File: src/rtl/cheri_branch_resolve_pipe.sv
// -----------------------------------------------------------------------------
// cheri_branch_resolve_pipe
//
// Pipelined CHERI branch/jump resolver. This block sits between the issue stage
// and frontend PC generation. Each accepted request flows through two register
// stages and then into a DEPTH-entry resolution FIFO:
//    S1 : computes the target (pc- or rs1-relative), the link value and taken.
//    S2 : computes the next fetch address, mispredict and the exception cause.
//    FIFO : holds resolutions until the frontend/scoreboard pops them.
//
// Ports
//    clk_i, rst_ni          clock, asynchronous active-low reset
//    flush_i                synchronous flush of S1, S2 and the FIFO
//    valid_i / ready_o      request handshake
//    op_i                   0=BRANCH 1=JAL 2=JALR 3=CJALR
//    trans_id_i, pc_i, imm_i, is_compressed_i, cmp_res_i   request fields
//    pcc_base_i, pcc_top_i  current PCC bounds (top exclusive)
//    opa_*                  rs1 address and capability metadata
//    pred_taken_i, pred_target_i   frontend prediction
//    res_valid_o / res_ready_i     resolution handshake (FIFO head)
//    res_*                  head entry; all zero while the FIFO is empty
//    count_o                FIFO occupancy
//
// Optional feature (macro CHERI_BRANCH_STATS_EN):
//    stat_resolved_o, stat_mispredict_o  saturating 32-bit push counters.
//    They clear on reset only; flush_i does not touch them.
// -----------------------------------------------------------------------------
module cheri_branch_resolve_pipe #(
   parameter int VLEN          = 39,
   parameter int DEPTH         = 4,
   parameter int TRANS_ID_BITS = 3,
   parameter int RVC           = 1
) (
   input  logic                     clk_i,
   input  logic                     rst_ni,
   input  logic                     flush_i,
   input  logic                     valid_i,
   output logic                     ready_o,
   input  logic [1:0]               op_i,
   input  logic [TRANS_ID_BITS-1:0] trans_id_i,
   input  logic [VLEN-1:0]          pc_i,
   input  logic [VLEN-1:0]          pcc_base_i,
   input  logic [VLEN:0]            pcc_top_i,
   input  logic                     is_compressed_i,
   input  logic [VLEN-1:0]          imm_i,
   input  logic                     cmp_res_i,
   input  logic [VLEN-1:0]          opa_addr_i,
   input  logic [VLEN-1:0]          opa_base_i,
   input  logic [VLEN:0]            opa_top_i,
   input  logic                     opa_tag_i,
   input  logic                     opa_perm_x_i,
   input  logic                     opa_sealed_i,
   input  logic                     opa_sentry_i,
   input  logic                     pred_taken_i,
   input  logic [VLEN-1:0]          pred_target_i,
   output logic                     res_valid_o,
   input  logic                     res_ready_i,
   output logic [TRANS_ID_BITS-1:0] res_trans_id_o,
   output logic [VLEN-1:0]          res_pc_o,
   output logic [VLEN-1:0]          res_target_o,
   output logic [VLEN-1:0]          res_link_o,
   output logic                     res_taken_o,
   output logic                     res_mispredict_o,
   output logic [2:0]               res_ex_cause_o,
   output logic [$clog2(DEPTH):0]   count_o
`ifdef CHERI_BRANCH_STATS_EN
   ,
   output logic [31:0]              stat_resolved_o,
   output logic [31:0]              stat_mispredict_o
`endif
);

   localparam int PTR_W = $clog2(DEPTH);
   localparam int CNT_W = PTR_W + 1;
   localparam logic [1:0] OP_BRANCH = 2'd0;
   localparam logic [1:0] OP_CJALR  = 2'd3;
   localparam logic [VLEN:0] TWO_EXT = (VLEN+1)'(2);

   typedef struct packed {
      logic [1:0]               op;
      logic [TRANS_ID_BITS-1:0] trans_id;
      logic [VLEN-1:0]          pc;
      logic [VLEN-1:0]          pcc_base;
      logic [VLEN:0]            pcc_top;
      logic                     imm_nz;
      logic [VLEN-1:0]          target;
      logic [VLEN-1:0]          link;
      logic                     taken;
      logic [VLEN-1:0]          opa_base;
      logic [VLEN:0]            opa_top;
      logic                     opa_tag;
      logic                     opa_perm_x;
      logic                     opa_sealed;
      logic                     opa_sentry;
      logic                     pred_taken;
      logic [VLEN-1:0]          pred_target;
   } s1_t;

   typedef struct packed {
      logic [TRANS_ID_BITS-1:0] trans_id;
      logic [VLEN-1:0]          pc;
      logic [VLEN-1:0]          target;
      logic [VLEN-1:0]          link;
      logic                     taken;
      logic                     mispredict;
      logic [2:0]               cause;
   } res_t;

   logic             s1_valid_q, s1_valid_d, s2_valid_q, s2_valid_d;
   s1_t              s1_q, s1_d, s1_calc;
   res_t             s2_q, s2_d, s2_calc, head;
   logic [PTR_W-1:0] wr_ptr_q, wr_ptr_d, rd_ptr_q, rd_ptr_d;
   logic [CNT_W-1:0] count_q, count_d;
   res_t             mem_q [DEPTH];

   logic fifo_full, pop, push, s2_adv, accept;
   logic [VLEN-1:0] s1_base;
   logic            is_cjalr, pcc_viol, len_viol, misal;

   // ---------------- handshake ----------------
   always_comb begin
      fifo_full = (count_q == CNT_W'(DEPTH));
      pop       = (count_q != '0) && res_ready_i;
      // A full FIFO still accepts S2 when the head is popped the same cycle.
      s2_adv    = !s2_valid_q || !fifo_full || pop;
      push      = s2_valid_q && s2_adv;
      // S2 empty already implies s2_adv, so S1 advances exactly when S2 does.
      ready_o   = !s1_valid_q || s2_adv;
      accept    = valid_i && ready_o && !flush_i;
   end

   // ---------------- S1 datapath ----------------
   always_comb begin
      // op_i[1] selects the register-relative jumps (JALR, CJALR).
      s1_base             = op_i[1] ? opa_addr_i : pc_i;
      s1_calc             = '0;
      s1_calc.op          = op_i;
      s1_calc.trans_id    = trans_id_i;
      s1_calc.pc          = pc_i;
      s1_calc.pcc_base    = pcc_base_i;
      s1_calc.pcc_top     = pcc_top_i;
      s1_calc.imm_nz      = (imm_i != '0);
      s1_calc.target      = s1_base + imm_i;
      if (op_i[1]) begin
         s1_calc.target[0] = 1'b0;
      end
      s1_calc.link        = pc_i + (is_compressed_i ? VLEN'(2) : VLEN'(4));
      s1_calc.taken       = (op_i == OP_BRANCH) ? cmp_res_i : 1'b1;
      s1_calc.opa_base    = opa_base_i;
      s1_calc.opa_top     = opa_top_i;
      s1_calc.opa_tag     = opa_tag_i;
      s1_calc.opa_perm_x  = opa_perm_x_i;
      s1_calc.opa_sealed  = opa_sealed_i;
      s1_calc.opa_sentry  = opa_sentry_i;
      s1_calc.pred_taken  = pred_taken_i;
      s1_calc.pred_target = pred_target_i;
   end

   // ---------------- S2 datapath ----------------
   always_comb begin
      is_cjalr = (s1_q.op == OP_CJALR);
      pcc_viol = ({1'b0, s1_q.pc} < {1'b0, s1_q.pcc_base}) ||
                 ({1'b0, s1_q.pc} >= s1_q.pcc_top);
      // Bounds in VLEN+1 bits so target+2 cannot wrap.
      len_viol = is_cjalr && s1_q.taken &&
                 (({1'b0, s1_q.target} < {1'b0, s1_q.opa_base}) ||
                  (({1'b0, s1_q.target} + TWO_EXT) > s1_q.opa_top));
      misal    = s1_q.taken && (s1_q.target[0] || ((RVC == 0) && s1_q.target[1]));

      s2_calc          = '0;
      s2_calc.trans_id = s1_q.trans_id;
      s2_calc.pc       = s1_q.pc;
      s2_calc.target   = s1_q.taken ? s1_q.target : s1_q.link;
      s2_calc.link     = s1_q.link;
      s2_calc.taken    = s1_q.taken;

      if (pcc_viol)                                                   s2_calc.cause = 3'd6;
      else if (is_cjalr && !s1_q.opa_tag)                             s2_calc.cause = 3'd5;
      else if (is_cjalr && s1_q.opa_sealed &&
               (!s1_q.opa_sentry || s1_q.imm_nz))                     s2_calc.cause = 3'd4;
      else if (is_cjalr && !s1_q.opa_perm_x)                          s2_calc.cause = 3'd3;
      else if (len_viol)                                              s2_calc.cause = 3'd2;
      else if (misal)                                                 s2_calc.cause = 3'd1;
      else                                                            s2_calc.cause = 3'd0;

      // An excepting entry redirects through the trap path, not as a mispredict.
      if (s2_calc.cause != 3'd0)
         s2_calc.mispredict = 1'b0;
      else if (s1_q.op == OP_BRANCH)
         s2_calc.mispredict = (s1_q.taken != s1_q.pred_taken);
      else
         s2_calc.mispredict = !s1_q.pred_taken || (s1_q.target != s1_q.pred_target);
   end

   // ---------------- next-state ----------------
   always_comb begin
      s1_valid_d = flush_i ? 1'b0 : (ready_o ? valid_i : s1_valid_q);
      s1_d       = accept ? s1_calc : s1_q;
      s2_valid_d = flush_i ? 1'b0 : (s2_adv ? s1_valid_q : s2_valid_q);
      s2_d       = (s2_adv && s1_valid_q && !flush_i) ? s2_calc : s2_q;
      wr_ptr_d   = wr_ptr_q;
      rd_ptr_d   = rd_ptr_q;
      count_d    = count_q;
      if (flush_i) begin
         wr_ptr_d = '0;
         rd_ptr_d = '0;
         count_d  = '0;
      end else begin
         if (push) wr_ptr_d = wr_ptr_q + PTR_W'(1);
         if (pop)  rd_ptr_d = rd_ptr_q + PTR_W'(1);
         if (push && !pop)      count_d = count_q + CNT_W'(1);
         else if (pop && !push) count_d = count_q - CNT_W'(1);
      end
   end

   always_ff @(posedge clk_i or negedge rst_ni) begin
      if (!rst_ni) begin
         s1_valid_q <= 1'b0;
         s2_valid_q <= 1'b0;
         s1_q       <= '0;
         s2_q       <= '0;
         wr_ptr_q   <= '0;
         rd_ptr_q   <= '0;
         count_q    <= '0;
      end else begin
         s1_valid_q <= s1_valid_d;
         s2_valid_q <= s2_valid_d;
         s1_q       <= s1_d;
         s2_q       <= s2_d;
         wr_ptr_q   <= wr_ptr_d;
         rd_ptr_q   <= rd_ptr_d;
         count_q    <= count_d;
      end
   end

   // Storage needs no reset: the head is masked to zero while the FIFO is empty.
   always_ff @(posedge clk_i) begin
      if (push && !flush_i) begin
         mem_q[wr_ptr_q] <= s2_q;
      end
   end

   assign res_valid_o      = (count_q != '0);
   assign head             = res_valid_o ? mem_q[rd_ptr_q] : '0;
   assign res_trans_id_o   = head.trans_id;
   assign res_pc_o         = head.pc;
   assign res_target_o     = head.target;
   assign res_link_o       = head.link;
   assign res_taken_o      = head.taken;
   assign res_mispredict_o = head.mispredict;
   assign res_ex_cause_o   = head.cause;
   assign count_o          = count_q;

`ifdef CHERI_BRANCH_STATS_EN
   logic [31:0] stat_res_q, stat_res_d, stat_mis_q, stat_mis_d;

   always_comb begin
      stat_res_d = stat_res_q;
      stat_mis_d = stat_mis_q;
      if (push && !flush_i && (stat_res_q != '1))
         stat_res_d = stat_res_q + 32'd1;
      if (push && !flush_i && s2_q.mispredict && (stat_mis_q != '1))
         stat_mis_d = stat_mis_q + 32'd1;
   end

   always_ff @(posedge clk_i or negedge rst_ni) begin
      if (!rst_ni) begin
         stat_res_q <= '0;
         stat_mis_q <= '0;
      end else begin
         stat_res_q <= stat_res_d;
         stat_mis_q <= stat_mis_d;
      end
   end

   assign stat_resolved_o   = stat_res_q;
   assign stat_mispredict_o = stat_mis_q;
`endif

endmodule
File: config.mk
export PLATFORM = sky130hd
export DESIGN_NAME = cheri_branch_resolve_pipe
export DESIGN_NICKNAME = d
export VERILOG_FILES = /design/src/rtl/cheri_branch_resolve_pipe.sv
export SDC_FILE = /design/constraint.sdc
export NUM_CORES = 2
export LEC_CHECK = 0
export ABC_AREA = 1
export CAP_MARGIN = 20
export CORE_UTILIZATION = 45
export DETAILED_ROUTE_END_ITERATION = 8
export HOLD_SLACK_MARGIN = 0.05
export PLACE_DENSITY = 0.77
export SYNTH_ARGS = -nofsm -noshare
export SYNTH_HDL_FRONTEND = slang
export SYNTH_SLANG_ARGS = --single-unit
File: constraint.sdc
create_clock -name clk_i -period 10.64 [get_ports clk_i]
set_clock_uncertainty 0.05 [all_clocks]
set_input_delay 2.66 -clock clk_i [delete_from_list [all_inputs] [get_ports clk_i]]
set_output_delay 2.66 -clock clk_i [all_outputs]
set_load 0.03 [all_outputs]
==> metrics.md <==
| Metric | Value |
|---|---|
| Slowest stage cell, crit path | dfrtp_4 |
| Mapped Area | 45400 um^2 |
| Max incr delay on CP | 0.84 ns |
| Post-synth ARST share | 0.480 |
| Max Used Layer | met5 |
| Drt pass-1 iters | 8 |
| Area grow syn2layout | 19.8% |
| Per-cell routed wire length | 22.0 um |
| Place WS | 3.48 ns |
| #FFs+latches synth | 954 |
| Most common cell after layout, fill and taps aside | nand2_1 |
| Final setup fails | 0 |
| Crit Reg-Reg Endpoint | s2_q[3] |
| Via count | 36335 |
| Hold_buf cts | 0 |
| Die Area | 102000 um^2 |
| First DRT Iteration DRCs | 3872 |
| Max Cap Viol | 0 |
| Warning count from the yosys run | 0 |
| Sequential-to-total area share from yosys stat | 0.581 |
| Slew of the pin with the lowest slew margin | 1.12 ns |
| GR Overflow Total | 0 |
| Slew HR | 0.255 |
| Final Max Slew Viols | 0 |
| Critical path fanouts, max | 90 |
| Reg-to-reg setup timing slack | 6.01 ns |
| Syn Inst Count | 4844 |
| Mapped Nets | 5378 |
| Vias in the first global route | 34710 |
| Vias/cell | 5.50 |
| # port buffers | 460 |
| Resized cells post-CTS | 0 |
| Mapped Avg Cell Area | 9.36 um^2 |
| Worst Hold Class | register to register |
| Number of antenna violations at the first check in global routing | 25 |
| Clk sink count | 954 |
| Metal2 WL | 66.6 mm |
| Clock-pin slew on the worst setup and hold paths | 0.06 ns |
| Die H | 319 um |
| Peak VDD IR | 143 uV |
| Post-CTS setup-driven buffer insertion count | 0 |
| H-tree depth | 3 |
| Gr usage total | 0.281 |
| Highest clock rate | 140 MHz |
| WS Path Type | register to output pin |
| Die width | 319 um |
| Placed Instances | 6406 |
| Static leakage | 22.8 nW |
| Reg2Reg Depth | 27 |
| CTS tree | built |
| RSZ-0062 raised after global routing | no |
| Largest net degree at the start of global routing | 181 |
| First-pass GRT wire length | 214 mm |
| GP Congestion | 0.956 |
| Power Density | 211 nW/um^2 |
| Drc violations | 0 |
| Wl on met1 | 60.1 mm |
| Num rows | 116 |
| Initial Util | 0.454 |
| CP cell instances | inv_4 -> buf_4 -> o21ai_0 -> a21oi_1 -> clkdlybuf4s50_1 |
| Synth unique cells | 54 |
| Worst skew pair latency | 0.68 ns |
| Root Driver | clkbuf_16 |
| Critical Path Start | rd_ptr_q[0] |
| Core area | 100000 um^2 |
| CP Capture Type | output pin |
| Final-report hold violation count | 0 |
| Worst R2R Start | s1_q[165] |
| Met3 wire length | 12.1 mm |
| CTS Buffer Depth | 3 |
| Layout cells sized above 1 | 0.0455 |
| Crit path DAT | 4.43 ns |
| Final TNS setup | 0 ns |
| Crit path launch type | register |
| Detailed Place HPWL | 104 mm |
| Minimum clock period | 7.14 ns |
| Post-synth EDFFs | 496 |
| Final WS setup | 3.50 ns |
| TritonCTS Buffers | 97 |
| Outcome | complete, no violations |
| Required time worst endpoint | 7.93 ns |
| Final cell count without fillers | 6607 |
| Setup crit end | res_link_o[16] |
| Synth Flop Type | edfxtp_1 |
| Most frequent cells in the layout | nand2_1, o21ai_0, nor2_1 |
| Detail Route Antenna Nets | 0 |
| DRT Wirelength | 145 mm |
| Nets@finish | 5742 |
| Top Ports | 461 |
| Period utilization | 0.671 |
==> cell type report <==
cell class,count,area [um^2]
antenna,16,40.0
clock buffer,120,2610
clock inverter,64,659
fill,8558,45700
inverter,435,1640
multi-input combinational,3233,16500
sequential,954,26400
tap,1298,1620
timing repair buffer,487,4880
==> logic make-up after synthesis <==
logic type / synth area share
AO/OA/AOI/OAI: 0.120
adder cells (fa/ha/maj): 0.0565
AND/OR/NAND/NOR: 0.168
multiplexers: 0.000248
buffers and inverters: 0.0559
flip-flops: 0.581
XOR/XNOR: 0.0180
==> power by group <==
part	internal, mW	leakage, nW	switching (mW)	total, mW
Clock	2.00	1.57	1.49	3.49
Sequential	4.31	10.2	0.497	4.81
Combinational	1.13	11.0	2.03	3.17
==> Yosys cell counts, drive strengths merged, types with 2 or more instances <==
cell     count  area [um^2]
a21boi       7         56.3
a21o         4         30.0
a21oi      265         1330
a22oi        6         45.0
a31oi       18          113
and3         2         12.5
buf         66          317
clkbuf     156          588
dfrtp      458        11500
edfxtp     496        14900
fa           3         60.1
ha         200         2500
inv        434         1630
nand2      997         3750
nand3      103          563
nand3b       3         22.5
nand4       28          181
nor2       688         2660
nor3        29          160
nor4        31          215
o2111ai      2         17.5
o211ai      13         97.6
o21a        11         82.6
o21ai      689         3450
o21bai      10         75.1
o221ai       6         52.6
o22ai        4         25.0
o31ai        5         37.5
or2         10         62.6
xnor2       36          315
xor2        57          499
==> worst max-delay path, delay by kind of cell, from the launching register on <==
family | cells | cell delay, ns
buffers and inverters | 3 | 2.18
flip-flops | 1 | 0.84
AO/OA/AOI/OAI | 2 | 0.69
==> sequential cells by signal, indices dropped and copies added (netlist names) <==
signal	count
mem_q	496
s1_q	325
s2_q	124
count_o	3
s2_valid_q	1
wr_ptr_q	2
rd_ptr_q	2
s1_valid_q	1
==> routing by layer <==
layer  vias up  track usage
li1      16921            -
met1     17524        0.382
met2      1604        0.441
met3       280       0.0475
met4         6        0.126
met5         -            0
==> per-stage QoR <==
step / power (mW) / hold slack (ns) / utilization / area, um^2
after floorplan: 6.53 / 0.384 / - / 45400
after global placement: 7.92 / 0.397 / 0.510 / 51000
after detailed placement: 8.00 / 0.406 / 0.510 / 51000
after CTS: 11.5 / 0.421 / 0.543 / 54300
after global routing: 11.9 / 0.431 / 0.543 / 54300
final: 11.5 / 0.422 / 0.543 / 54300
==> worst min-delay path by stage <==
stage                   from        to  slack [ns]  depth (start not counted)
floorplan           s1_q[42]  s1_q[42]        0.38                          2
global placement    s1_q[42]  s1_q[42]        0.40                          2
detailed placement  s1_q[42]  s1_q[42]        0.41                          2
CTS                 s1_q[42]  s1_q[42]        0.42                          2
global route        s1_q[41]  s1_q[41]        0.43                          2
finish              s1_q[42]  s1_q[42]        0.42                          2
(Power assumes the default switching activity.)
